**config.mk**
```make
export PLATFORM = sky130hd
export DESIGN_NAME = uart_tx_arbiter_flat
export DESIGN_NICKNAME = d
export VERILOG_FILES = /design/src/rtl/uart_tx_arbiter_if.sv /design/src/rtl/uart_tx_arbiter.sv /design/src/flat_wrapper.sv
export SDC_FILE = /design/constraint.sdc
export NUM_CORES = 1
export LEC_CHECK = 0
export CAP_MARGIN = 30
export CORE_ASPECT_RATIO = 2
export CORE_MARGIN = 1.5
export CORE_UTILIZATION = 43
export CTS_CLUSTER_SIZE = 10
export DETAILED_ROUTE_END_ITERATION = 10
export GPL_ROUTABILITY_DRIVEN = 0
export PLACE_DENSITY = 0.95
export REMOVE_ABC_BUFFERS = 1
export SLEW_MARGIN = 20
export SYNTH_ARGS = -nofsm -noshare
export SYNTH_HDL_FRONTEND = slang
export SYNTH_SLANG_ARGS = --single-unit
```
**constraint.sdc**
```tcl
create_clock -name clk -period 5.75 [get_ports clk]
set_input_delay 1.15 -clock clk [delete_from_list [all_inputs] [get_ports clk]]
set_output_delay 1.15 -clock clk [all_outputs]
set_load 0.005 [all_outputs]
```
**src/rtl/uart_tx_arbiter_if.sv**
```systemverilog
// Handshake bundle between the requesters, the arbiter and the UART sender.
// Port names inside the bundle follow the sender's send/data/send_done link.
interface uart_tx_arbiter_if #(
  parameter int NREQ = 4,
  parameter int DW   = 40
);
  logic [NREQ-1:0]    req;
  logic [NREQ*DW-1:0] req_data;
  logic [NREQ-1:0]    ack;
  logic               send;
  logic [DW-1:0]      data;
  logic               send_done;
  logic               busy;
  logic [1:0]         grant_idx;
  logic               timeout_err;

  modport master (
    input  req, req_data, send_done,
    output ack, send, data, busy,
    output grant_idx, timeout_err
  );

  modport slave (
    output req, req_data, send_done,
    input  ack, send, data, busy,
    input  grant_idx, timeout_err
  );
endinterface

```
**src/rtl/uart_tx_arbiter.sv**
```systemverilog
// Round-robin arbiter sharing one UART transmit path among NREQ requesters.
// Latches the winner's word, holds send until send_done or timeout, acks.
module uart_tx_arbiter #(
  parameter int NREQ    = 4,
  parameter int DW      = 40,
  parameter int TIMEOUT = 65535
) (
  input logic clk,
  input logic rst,
  uart_tx_arbiter_if.master bus
);
  localparam int CW = $clog2(TIMEOUT + 1);
  localparam logic [CW-1:0] C_LAST = CW'(TIMEOUT - 1);
  localparam logic [CW-1:0] C_MAX  = {CW{1'b1}};

  typedef enum logic [1:0] {
    S_IDLE, S_SEND, S_ACK, S_GAP
  } state_t;

  state_t          r_state, w_state_n;
  logic [1:0]      r_last, w_last_n;
  logic [1:0]      r_gidx, w_gidx_n;
  logic [CW-1:0]   r_cnt, w_cnt_n;
  logic [DW-1:0]   r_data, w_data_n;
  logic [NREQ-1:0] r_ack, w_ack_n;
  logic            r_send, w_send_n;
  logic            r_busy, w_busy_n;
  logic            r_terr, w_terr_n;
  logic [2:0]      w_pick;

  // {hit, idx}: nearest set bit after last, scanned downward so closest wins
  function automatic logic [2:0] f_pick(
    input logic [NREQ-1:0] req,
    input logic [1:0]      last
  );
    logic [2:0] res;
    logic [1:0] idx;
    res = {1'b0, last};
    for (int i = NREQ; i >= 1; i--) begin
      idx = last + 2'(i);
      if (req[idx]) res = {1'b1, idx};
    end
    return res;
  endfunction

  assign w_pick = f_pick(bus.req, r_last);

  always_comb begin
    w_state_n = r_state;
    w_last_n  = r_last;
    w_gidx_n  = r_gidx;
    w_cnt_n   = r_cnt;
    w_data_n  = r_data;
    w_ack_n   = '0;
    w_send_n  = r_send;
    w_busy_n  = r_busy;
    w_terr_n  = r_terr;
    unique case (r_state)
      S_IDLE: begin
        w_send_n = 1'b0;
        w_busy_n = 1'b0;
        if (w_pick[2]) begin
          w_data_n  = bus.req_data[int'(w_pick[1:0])*DW +: DW];
          w_gidx_n  = w_pick[1:0];
          w_send_n  = 1'b1;
          w_busy_n  = 1'b1;
          w_cnt_n   = '0;
          w_state_n = S_SEND;
        end
      end
      S_SEND: begin
        if (bus.send_done) begin
          w_send_n        = 1'b0;
          w_ack_n[r_gidx] = 1'b1;
          w_state_n       = S_ACK;
        end else if (r_cnt == C_LAST) begin
          w_send_n        = 1'b0;
          w_ack_n[r_gidx] = 1'b1;
          w_terr_n        = 1'b1;
          w_state_n       = S_ACK;
        end else if (r_cnt != C_MAX) begin
          w_cnt_n = r_cnt + 1'b1;
        end
      end
      S_ACK: begin
        w_last_n  = r_gidx;
        w_state_n = S_GAP;
      end
      S_GAP: begin
        w_send_n  = 1'b0;
        w_busy_n  = 1'b0;
        w_state_n = S_IDLE;
      end
      default: w_state_n = S_IDLE;
    endcase
  end

  always_ff @(posedge clk or negedge rst) begin
    if (!rst) begin
      r_state <= S_IDLE;
      r_last  <= 2'(NREQ - 1);
      r_gidx  <= '0;
      r_cnt   <= '0;
      r_data  <= '0;
      r_ack   <= '0;
      r_send  <= 1'b0;
      r_busy  <= 1'b0;
      r_terr  <= 1'b0;
    end else begin
      r_state <= w_state_n;
      r_last  <= w_last_n;
      r_gidx  <= w_gidx_n;
      r_cnt   <= w_cnt_n;
      r_data  <= w_data_n;
      r_ack   <= w_ack_n;
      r_send  <= w_send_n;
      r_busy  <= w_busy_n;
      r_terr  <= w_terr_n;
    end
  end

  assign bus.ack         = r_ack;
  assign bus.send        = r_send;
  assign bus.data        = r_data;
  assign bus.busy        = r_busy;
  assign bus.grant_idx   = r_gidx;
  assign bus.timeout_err = r_terr;
endmodule

```
**src/flat_wrapper.sv**
```systemverilog
// flat-port wrapper written by rule: the top's interface ports become plain ports
module uart_tx_arbiter_flat 
#(
  parameter int NREQ    = 4,
  parameter int DW      = 40,
  parameter int TIMEOUT = 65535
)
  (clk, rst, bus_req, bus_req_data, bus_send_done, bus_ack, bus_send, bus_data, bus_busy, bus_grant_idx, bus_timeout_err);
  uart_tx_arbiter_if #(.NREQ(NREQ), .DW(DW)) bus_i ();
  input logic clk;
  input logic rst;
  input wire logic [$bits(bus_i.req)-1:0] bus_req;
  input wire logic [$bits(bus_i.req_data)-1:0] bus_req_data;
  input wire logic [$bits(bus_i.send_done)-1:0] bus_send_done;
  output wire logic [$bits(bus_i.ack)-1:0] bus_ack;
  output wire logic [$bits(bus_i.send)-1:0] bus_send;
  output wire logic [$bits(bus_i.data)-1:0] bus_data;
  output wire logic [$bits(bus_i.busy)-1:0] bus_busy;
  output wire logic [$bits(bus_i.grant_idx)-1:0] bus_grant_idx;
  output wire logic [$bits(bus_i.timeout_err)-1:0] bus_timeout_err;
  assign bus_i.req = bus_req;
  assign bus_i.req_data = bus_req_data;
  assign bus_i.send_done = bus_send_done;
  assign bus_ack = bus_i.ack;
  assign bus_send = bus_i.send;
  assign bus_data = bus_i.data;
  assign bus_busy = bus_i.busy;
  assign bus_grant_idx = bus_i.grant_idx;
  assign bus_timeout_err = bus_i.timeout_err;
  uart_tx_arbiter #(.NREQ(NREQ), .DW(DW), .TIMEOUT(TIMEOUT)) u_core (.clk(clk), .rst(rst), .bus(bus_i));
endmodule
```
==> flow_summary.yaml, run 1 <==
sta:
  fmax_mhz: 282
  period_needed_ns: 3.54
  final.setup.tns_ns: 0
  slew_headroom_pct: 41.9
  post-route-period-util_pct: 61.6
  rsz0062_at_grt: "no"
  final_hold_viol_count: 0
  worstMarginPinSlew_ns: 0.868
  drv_slew: 0
  fin_skew_ns: 0.00437
  setup_viol: 0
  whs_ns: 0.482
cts:
  postCtsHoldBufs: 0
  cts_buffer_depth: 2
  cts_resized: 0
  clock-sinks: 69
  path_clk_slew_ns: 0.05
  cts_buffers: 9
  insertion_delay_ns: 0.34
  htreeDepth: 3
  post-cts-setup-buffer-count: 0
  root_buffer: "clkbuf_16"
  cts_tree: "done"
grt:
  grt_pass1_wl_mm: 23.9
  antenna_found_initial: 0
  grt.total_usage_pct: 31.4
  grt_max_degree: 82
  grt.overflow.total: 0
  grt_pass1_vias: 4490
placement:
  io_buffer_count: 215
  place_hpwl_mm: 11.3
detailed_routing:
  drt_iter0_drc: 454
  wl_mm: 16.0
  wl_per_cell_um: 23.0
  num_vias: 4244
  via_per_inst: 6.09
  ant_nets: 0
  drt-pass1-iter-count: 5
  route.detailed.drc: 0
power:
  p_switching_w: 0.00104
  clkPwrFrac_pct: 20.3
  power_leakage_nw: 2.87
  p_int_w: 0.00178
  powerDensity_nw_per_um2: 429
  comb_power_share_pct: 51.0
  ir_drop_uv: 310
  swShare_pct: 36.8
  pwr-share-seq_pct: 28.6
synthesis:
  synthArstFlopShare_pct: 100
  synth_area_leader_cell: "dfrtp_1"
  ys_warn_count: 0
  synthTopCellsByCount: "81 x mux2i_1, 67 x dfrtp_1, 56 x nand2_1"
  synth_cells: 383
  synth_cell_types: 47
  synth_edf_count: 0
  synthFlopType: "dfrtp_1"
  ys_seq_elements: 69
  yosysTopAreaCellShare_pct: 41.8
  synth_most_common_cell: "mux2i_1"
  synthesis.area_sq_um: 4010
  syn_area_per_cell_sq_um: 10.5
  yosysSeqAreaShare_pct: 43.2
  ys_top_cells_by_area: "dfrtp_1 42%, mux2i_1 20%, o221ai_1 9.0%, nand2_1 5.2%, ha_1 2.2%"
die:
  core_area_sq_um: 9010
  dieArea_sq_um: 9940
  num_io_pins: 216
  die_y_um: 140
  start_util_pct: 44.5
  die_w_um: 71.3
  num_rows: 49
min_path:
  min_from: "u_core.bus.timeout_err$_DFFE_PN0P_"
  hold_path.class: "register to register"
worst_setup_path:
  crit_type: "input port to register"
  r2r-start: "u_core.r_state[1]$_DFFE_PN0P_"
  cp-start-kind: "input port"
  end_kind: "register"
  worstPathRequired_ns: 6.02
  cp_data_arrival_time_ns: 3.82
  crit_start: "bus_req[3]"
  cp_max_fo: 45
final_layout:
  layout-drive-gt1-share_pct: 5.88
  fillers: 557
  nets: 764
  area_growth_pct: 63.6
  antennaDiodeCount: 0
run_status:
  outcome: "finished, final reports clean"
flow_run:
  max_cap_viol_count: 0
power by group through the flow:
stage / Sequential [W] / Clock (W) / Combinational (W)
floorplan: 0.000793 / 0 / 0.000733
global placement: 0.000784 / 0 / 0.00134
detailed placement: 0.000802 / 0 / 0.00140
CTS: 0.000799 / 0.000577 / 0.00143
global route: 0.000820 / 0.000601 / 0.00153
finish: 0.000806 / 0.000573 / 0.00144
critical path: stages:
cell and delay [ns]:
clkdlybuf4s50_1 0.52, nor4_4 0.50, nand2b_2 0.20, buf_4 0.42, nor2_1 0.34, or4_1 0.58
nand2_1 0.08
cell type report:
class                           count  area [sq um]  share of cell area, %
Inverter                            6          22.5                  0.344
Sequential cell                    69          1730                   26.4
Clock buffer                       12           267                   4.07
Timing Repair Buffer              221          2220                   33.9
Clock inverter                      4          45.0                  0.687
Tap cell                          102           128                   1.95
Multi-Input combinational cell    283          2140                   32.6
state kept, by name, indices dropped and copies added (netlist names):
name,cells
u_core.r_last,2
u_core.bus.busy,1
u_core.bus.timeout_err,1
u_core.r_state,2
u_core.bus.ack,4
u_core.bus.send,1
u_core.bus.grant_idx,2
u_core.r_cnt,16
u_core.bus.data,40
final timing paths:
check | to | slack, ns | cells after the start
setup / recovery | u_core.r_cnt[3]$_DFFE_PN0P_ | 2.21 | 7
min in group asynchronous | u_core.bus.data[30]$_DFFE_PN0P_ | 0.75 | 2
hold / removal | u_core.bus.timeout_err$_DFFE_PN0P_ | 0.48 | 1
max in group asynchronous | u_core.r_last[0]$_DFFE_PN1P_ | 4.40 | 3
hold reg to reg | u_core.bus.timeout_err$_DFFE_PN0P_ | 0.48 | 1
setup reg to reg | u_core.r_cnt[8]$_DFFE_PN0P_ | 3.30 | 7
cells by family after synthesis:
group / count (synthesis) / synth area share (%)
mux: 83 / 20.8
compound gates: 77 / 15.0
fa+ha+maj: 7 / 2.19
flops: 69 / 43.2
buf+inv: 31 / 3.75
simple gates: 109 / 13.6
xor+xnor: 7 / 1.53
through the flow:
step	area, sq um	total power [W]	utilization, %	cells	setup WS [ns]
CTS	6530	0.00280	72.4	696	2.27
detailed placement	6210	0.00221	69.0	680	1.92
finish	6550	0.00281	72.7	697	2.21
floorplan	3880	0.00153	-	358	2.16
global route	6550	0.00295	72.7	697	2.11
global placement	6210	0.00212	69.0	680	1.99
layout by cell type, fill, tap and decap left out, drive strengths merged, types with 2 or more instances in the layout:
cell,synthesis,routed
nor2,12,12
o21ai,11,11
nand2b,7,7
or4,5,5
a21oi,9,9
o31ai,3,3
a31oi,2,2
or2,2,2
mux2,2,2
mux2i,81,81
nor4,2,2
buf,12,7
a22oi,2,2
clkdlybuf4s50,0,214
a211oi,2,2
and2,2,2
ha,7,7
or3,3,3
nor3,2,2
dfrtp,67,67
o221ai,41,41
clkinv,0,3
inv,6,6
nand2,56,56
nor3b,2,2
dfstp,2,2
nand4,6,6
xor2,7,7
clkbuf,13,12
nand3,5,5
nor2b,2,2
o211ai,3,3
routing by layer:
layer / vias up / wire (um) / global-route usage [%]
met4: 0 / 838 / 17.2
met5: - / 0 / 0
met3: 65 / 1390 / 7.75
met2: 267 / 8580 / 55.8
met1: 2049 / 5210 / 32.6
li1: 1863 / - / -
No activity file was read; power rests on OpenSTA's default activity.
==> run 2, diff against run 1 <==
CORE_UTILIZATION = 40   (was 43)
PLACE_DENSITY = 0.91   (was 0.95)
clock period = 3.6 ns   (was 5.75 ns; I/O delays follow)
==> flow_summary.yaml, run 2 (synthesized netlist as in run 1, its figures left out) <==
cts:
  cts_tree: "done"
  cts_buffer_depth: 2
  clock-sinks: 69
  cts_buffers: 9
  htreeDepth: 3
  post-cts-setup-buffer-count: 0
  cts_resized: 0
  root_buffer: "clkbuf_16"
  postCtsHoldBufs: 0
  insertion_delay_ns: 0.33
  path_clk_slew_ns: 0.05
worst_setup_path:
  worstPathRequired_ns: 3.78
  cpMostUsedCell: "o21ai_0"
  crit_start: "bus_req[1]"
  cp_max_fo: 23
  crit_chain: "clkdlybuf4s50_1 > o21ai_0 > o21ai_0 > a211oi_1 > nand2b_2 > buf_12 > o221ai_1"
  end_kind: "register"
  worstSetupEndpoint: "u_core.bus.data[15]$_DFFE_PN0P_"
  crit_type: "input port to register"
  cp-start-kind: "input port"
  rrSetupSlack_ns: 1.17
  cpMaxStageDelayCell: "clkdlybuf4s50_1"
  cp_data_arrival_time_ns: 2.76
  ff2ff_path_depth: 7
  r2r-start: "u_core.r_state[1]$_DFFE_PN0P_"
  cp_slowest_stage_delay_ns: 0.51
  reg2reg_to: "u_core.r_cnt[10]$_DFFE_PN0P_"
final_layout:
  nets: 767
  largest_reg_flops: 40
  final_common_cell: "clkdlybuf4s50_1"
  layout-drive-gt1-share_pct: 6.02
  antennaDiodeCount: 0
  area_growth_pct: 65.1
  final_cell_mix: "214 x clkdlybuf4s50_1, 81 x mux2i_1, 67 x dfrtp_1"
grt:
  grt.total_usage_pct: 25.8
  grt.overflow.total: 0
  grt_max_degree: 46
  grt_pass1_vias: 4263
  grt_pass1_wl_mm: 20.7
  antenna_found_initial: 0
sta:
  worstMarginPinSlew_ns: 0.856
  final_hold_viol_count: 0
  whs_ns: 0.407
  period_needed_ns: 2.58
  final.setup.tns_ns: 0
  post-route-period-util_pct: 71.6
  slew_headroom_pct: 42.7
  worst_slack_ns: 1.02
  fin_skew_ns: 0.00597
  drv_slew: 0
  rsz0062_at_grt: "no"
  fmax_mhz: 388
  setup_viol: 0
power:
  power_leakage_nw: 2.87
  powerDensity_nw_per_um2: 661
  ir_drop_uv: 464
placement:
  dp_slack_ns: 0.717
  place_hpwl_mm: 10.8
  io_buffer_count: 215
die:
  die_y_um: 145
  die_w_um: 73.8
  dieArea_sq_um: 10700
  num_rows: 51
  num_io_pins: 216
  start_util_pct: 41.0
  core_area_sq_um: 9760
detailed_routing:
  wl_mm: 13.7
  num_vias: 4030
  drt-pass1-iter-count: 4
  ant_nets: 0
  route.detailed.drc: 0
  via_per_inst: 5.52
  drt_iter0_drc: 180
  wl_per_cell_um: 18.8
flow_run:
  max_cap_viol_count: 0
min_path:
  hold_path.class: "input port to asynchronous set/reset pin"
run_status:
  outcome: "finished, final reports clean"
-- run 2: changes by cell type in the layout (fill, tap and decap cells not counted) --
cell,change
bufinv_16,-1
clkbuf_1,+3
clkinv_2,-2
buf_12,+2
nand2b_2,+1
nand2b_1,-1
buf_4,+1
-- run 2: power by group --
part           switching [W]  internal (W)  total, W
Combinational        0.00106       0.00121   0.00227
Clock               0.000307      0.000522  0.000829
Sequential          0.000197       0.00108   0.00127
-- run 2: worst min path at each step --
stage and to:
3_3_place_gp u_core.bus.data[12]$_DFFE_PN0P_, 3_5_place_dp u_core.bus.data[27]$_DFFE_PN0P_, 4_1_cts u_core.bus.data[6]$_DFFE_PN0P_, 6_report u_core.bus.data[6]$_DFFE_PN0P_, 2_1_floorplan u_core.bus.ack[0]$_DFF_PN0_, 5_1_grt u_core.bus.data[34]$_DFFE_PN0P_
-- run 2: cell type report --
type | count | area [sq um]
inverter | 6 | 22.5
fill | 747 | 3150
clock buffer | 15 | 278
multi-input combinational | 283 | 2140
sequential | 69 | 1730
clock inverter | 1 | 5.00
timing repair buffer | 224 | 2270
tap | 132 | 165
-- run 2: routing by layer --
metal  track usage [%]  part of all wire [%]
met4              15.9                   5.2
met3              5.64                   6.8
met2              45.8                    53
met5                 0                     0
met1              26.7                    35
-- run 2: worst max-delay path: cells and delay by family --
family / cells / cell delay (ns)
AOI/OAI and AO/OA: 4 / 0.82
and+or+nand+nor: 1 / 0.47
buffers and inverters: 2 / 0.74
-- run 2: metrics by stage --
step           utilization [%]  cells  total power, W  area [sq um]
3_3_place_gp              64.6    713         0.00343          6300
3_5_place_dp              64.8    714         0.00355          6330
5_1_grt                   67.7    730         0.00464          6610
2_1_floorplan                -    358         0.00244          3880
4_1_cts                   67.7    730         0.00440          6610
6_report                  67.7    730         0.00437          6610
==> run 3, diff against run 2 <==
CORE_UTILIZATION = 36   (was 40)
PLACE_DENSITY = 0.87   (was 0.91)
clock period = 2.2 ns   (was 3.6 ns; I/O delays follow)
==> flow_summary.yaml, run 3 (synthesized netlist as in run 1, its figures left out) <==
run_status:
  outcome: "finished, final reports clean"
placement:
  io_buffer_count: 215
  place_inst: 743
  dp_slack_ns: -0.222
  place_hpwl_mm: 11.3
sta:
  slew_headroom_pct: 66.7
  worstMarginPinSlew_ns: 0.499
  setup_viol: 0
  rsz0062_at_grt: "no"
  fin_skew_ns: 0.00840
  period_needed_ns: 2.07
  final_hold_viol_count: 0
  fmax_mhz: 483
  whs_ns: 0.0687
  post-route-period-util_pct: 94.1
  drv_slew: 0
  worst_slack_ns: 0.129
cts:
  cts_buffer_depth: 2
  htreeDepth: 3
  cts_resized: 0
  post-cts-setup-buffer-count: 0
  root_buffer: "clkbuf_16"
  clock-sinks: 69
  path_clk_slew_ns: 0.06
  insertion_delay_ns: 0.33
  postCtsHoldBufs: 0
  cts_buffers: 9
  cts_tree: "done"
worst_setup_path:
  cp_data_arrival_time_ns: 2.27
  cp-start-kind: "register"
  crit_start: "u_core.r_cnt[6]$_DFFE_PN0P_"
  r2r-start: "u_core.r_cnt[6]$_DFFE_PN0P_"
  rrSetupSlack_ns: 0.13
  worstSetupEndpoint: "u_core.r_cnt[5]$_DFFE_PN0P_"
  reg2reg_to: "u_core.r_cnt[5]$_DFFE_PN0P_"
  cp_max_fo: 6
  end_kind: "register"
  ff2ff_path_depth: 6
  worstPathRequired_ns: 2.40
  crit_type: "register to register"
grt:
  antenna_found_initial: 1
  grt.total_usage_pct: 24.3
  grt.overflow.total: 0
  grt_pass1_wl_mm: 22.3
  grt_max_degree: 46
  grt_pass1_vias: 4308
power:
  p_int_w: 0.00479
  ir_drop_uv: 737
  powerDensity_nw_per_um2: 1090
  p_switching_w: 0.00263
  pwr-share-seq_pct: 28.1
  comb_power_share_pct: 53.0
  clkPwrFrac_pct: 19.0
  finalPower_w: 0.00742
  swShare_pct: 35.4
  power_leakage_nw: 2.97
die:
  dieArea_sq_um: 11800
  core_area_sq_um: 10900
  start_util_pct: 36.8
  num_rows: 54
  die_w_um: 77.6
  die_y_um: 152
  num_io_pins: 216
final_layout:
  final_cell_mix: "214 x clkdlybuf4s50_1, 81 x mux2i_1, 67 x dfrtp_1"
  instances_no_fill: 761
  layout-drive-gt1-share_pct: 9.37
  multi_input_area_sq_um: 2140
  area_growth_pct: 69.6
  final-seq-area_sq_um: 1730
  largest_reg_flops: 40
  fillers: 850
  final_common_cell: "clkdlybuf4s50_1"
  nets: 788
detailed_routing:
  drt_iter0_drc: 219
  drt-pass1-iter-count: 6
  ant_nets: 0
  wl_per_cell_um: 18.8
  route.detailed.drc: 0
  wl_mm: 14.3
  num_vias: 4104
  via_per_inst: 5.39
min_path:
  hold_path.class: "input port to asynchronous set/reset pin"
flow_run:
  max_cap_viol_count: 0
## run 3: final cells by class
type | count | share of cell area (%)
flip-flops and latches | 69 | 25.5
inverters | 6 | 0.332
repair buffers | 245 | 35.8
multi-input cells | 283 | 31.5
clock buffers | 11 | 3.43
well taps | 140 | 2.58
clock inverters | 5 | 0.774
diodes | 2 | 0.0737
## run 3: how the worst min path moves through the flow
stage / start / slack, ns / to / cells after the start
final: rst / 0.07 / u_core.bus.data[11]$_DFFE_PN0P_ / 1
after global routing: rst / 0.10 / u_core.bus.data[11]$_DFFE_PN0P_ / 1
after CTS: rst / 0.07 / u_core.bus.data[11]$_DFFE_PN0P_ / 1
after detailed placement: rst / 0.43 / u_core.bus.data[11]$_DFFE_PN0P_ / 1
after global placement: rst / 0.42 / u_core.bus.data[11]$_DFFE_PN0P_ / 1
after floorplan: rst / 0.14 / u_core.bus.ack[0]$_DFF_PN0_ / 0
## run 3: through the flow
| stage | instance area, sq um | setup TNS, ns | utilization, % |
|---|---|---|---|
| after floorplan | 3880 | -33.48 | - |
| after global placement | 6500 | -1.00 | 59.8 |
| after detailed placement | 6500 | -6.76 | 59.8 |
| after CTS | 6790 | 0 | 62.4 |
| after global routing | 6790 | 0 | 62.4 |
| final | 6790 | 0 | 62.4 |
## run 3: critical path, stage by stage, from the launching register on
cell and delay [ns]:
dfrtp_1 0.43, nand4_2 0.20, or4_4 0.63, o211ai_4 0.27
buf_4 0.17, xor2_1 0.18, nor2_1 0.07
## run 3: power by group through the flow
stage	logic (W)	registers [W]	clock network, W
floorplan	0.00192	0.00207	0
global placement	0.00378	0.00206	0
detailed placement	0.00394	0.00210	0
CTS	0.00395	0.00208	0.00144
global route	0.00420	0.00214	0.00149
finish	0.00393	0.00208	0.00141
## run 3: metal layers
metal	vias to the layer above	global-route usage (%)	routed length (um)
met2	209	42.1	7460
met4	0	16.5	942
met3	52	7.49	1130
met5	-	0	0
li1	1911	-	-
met1	1932	24.1	4750
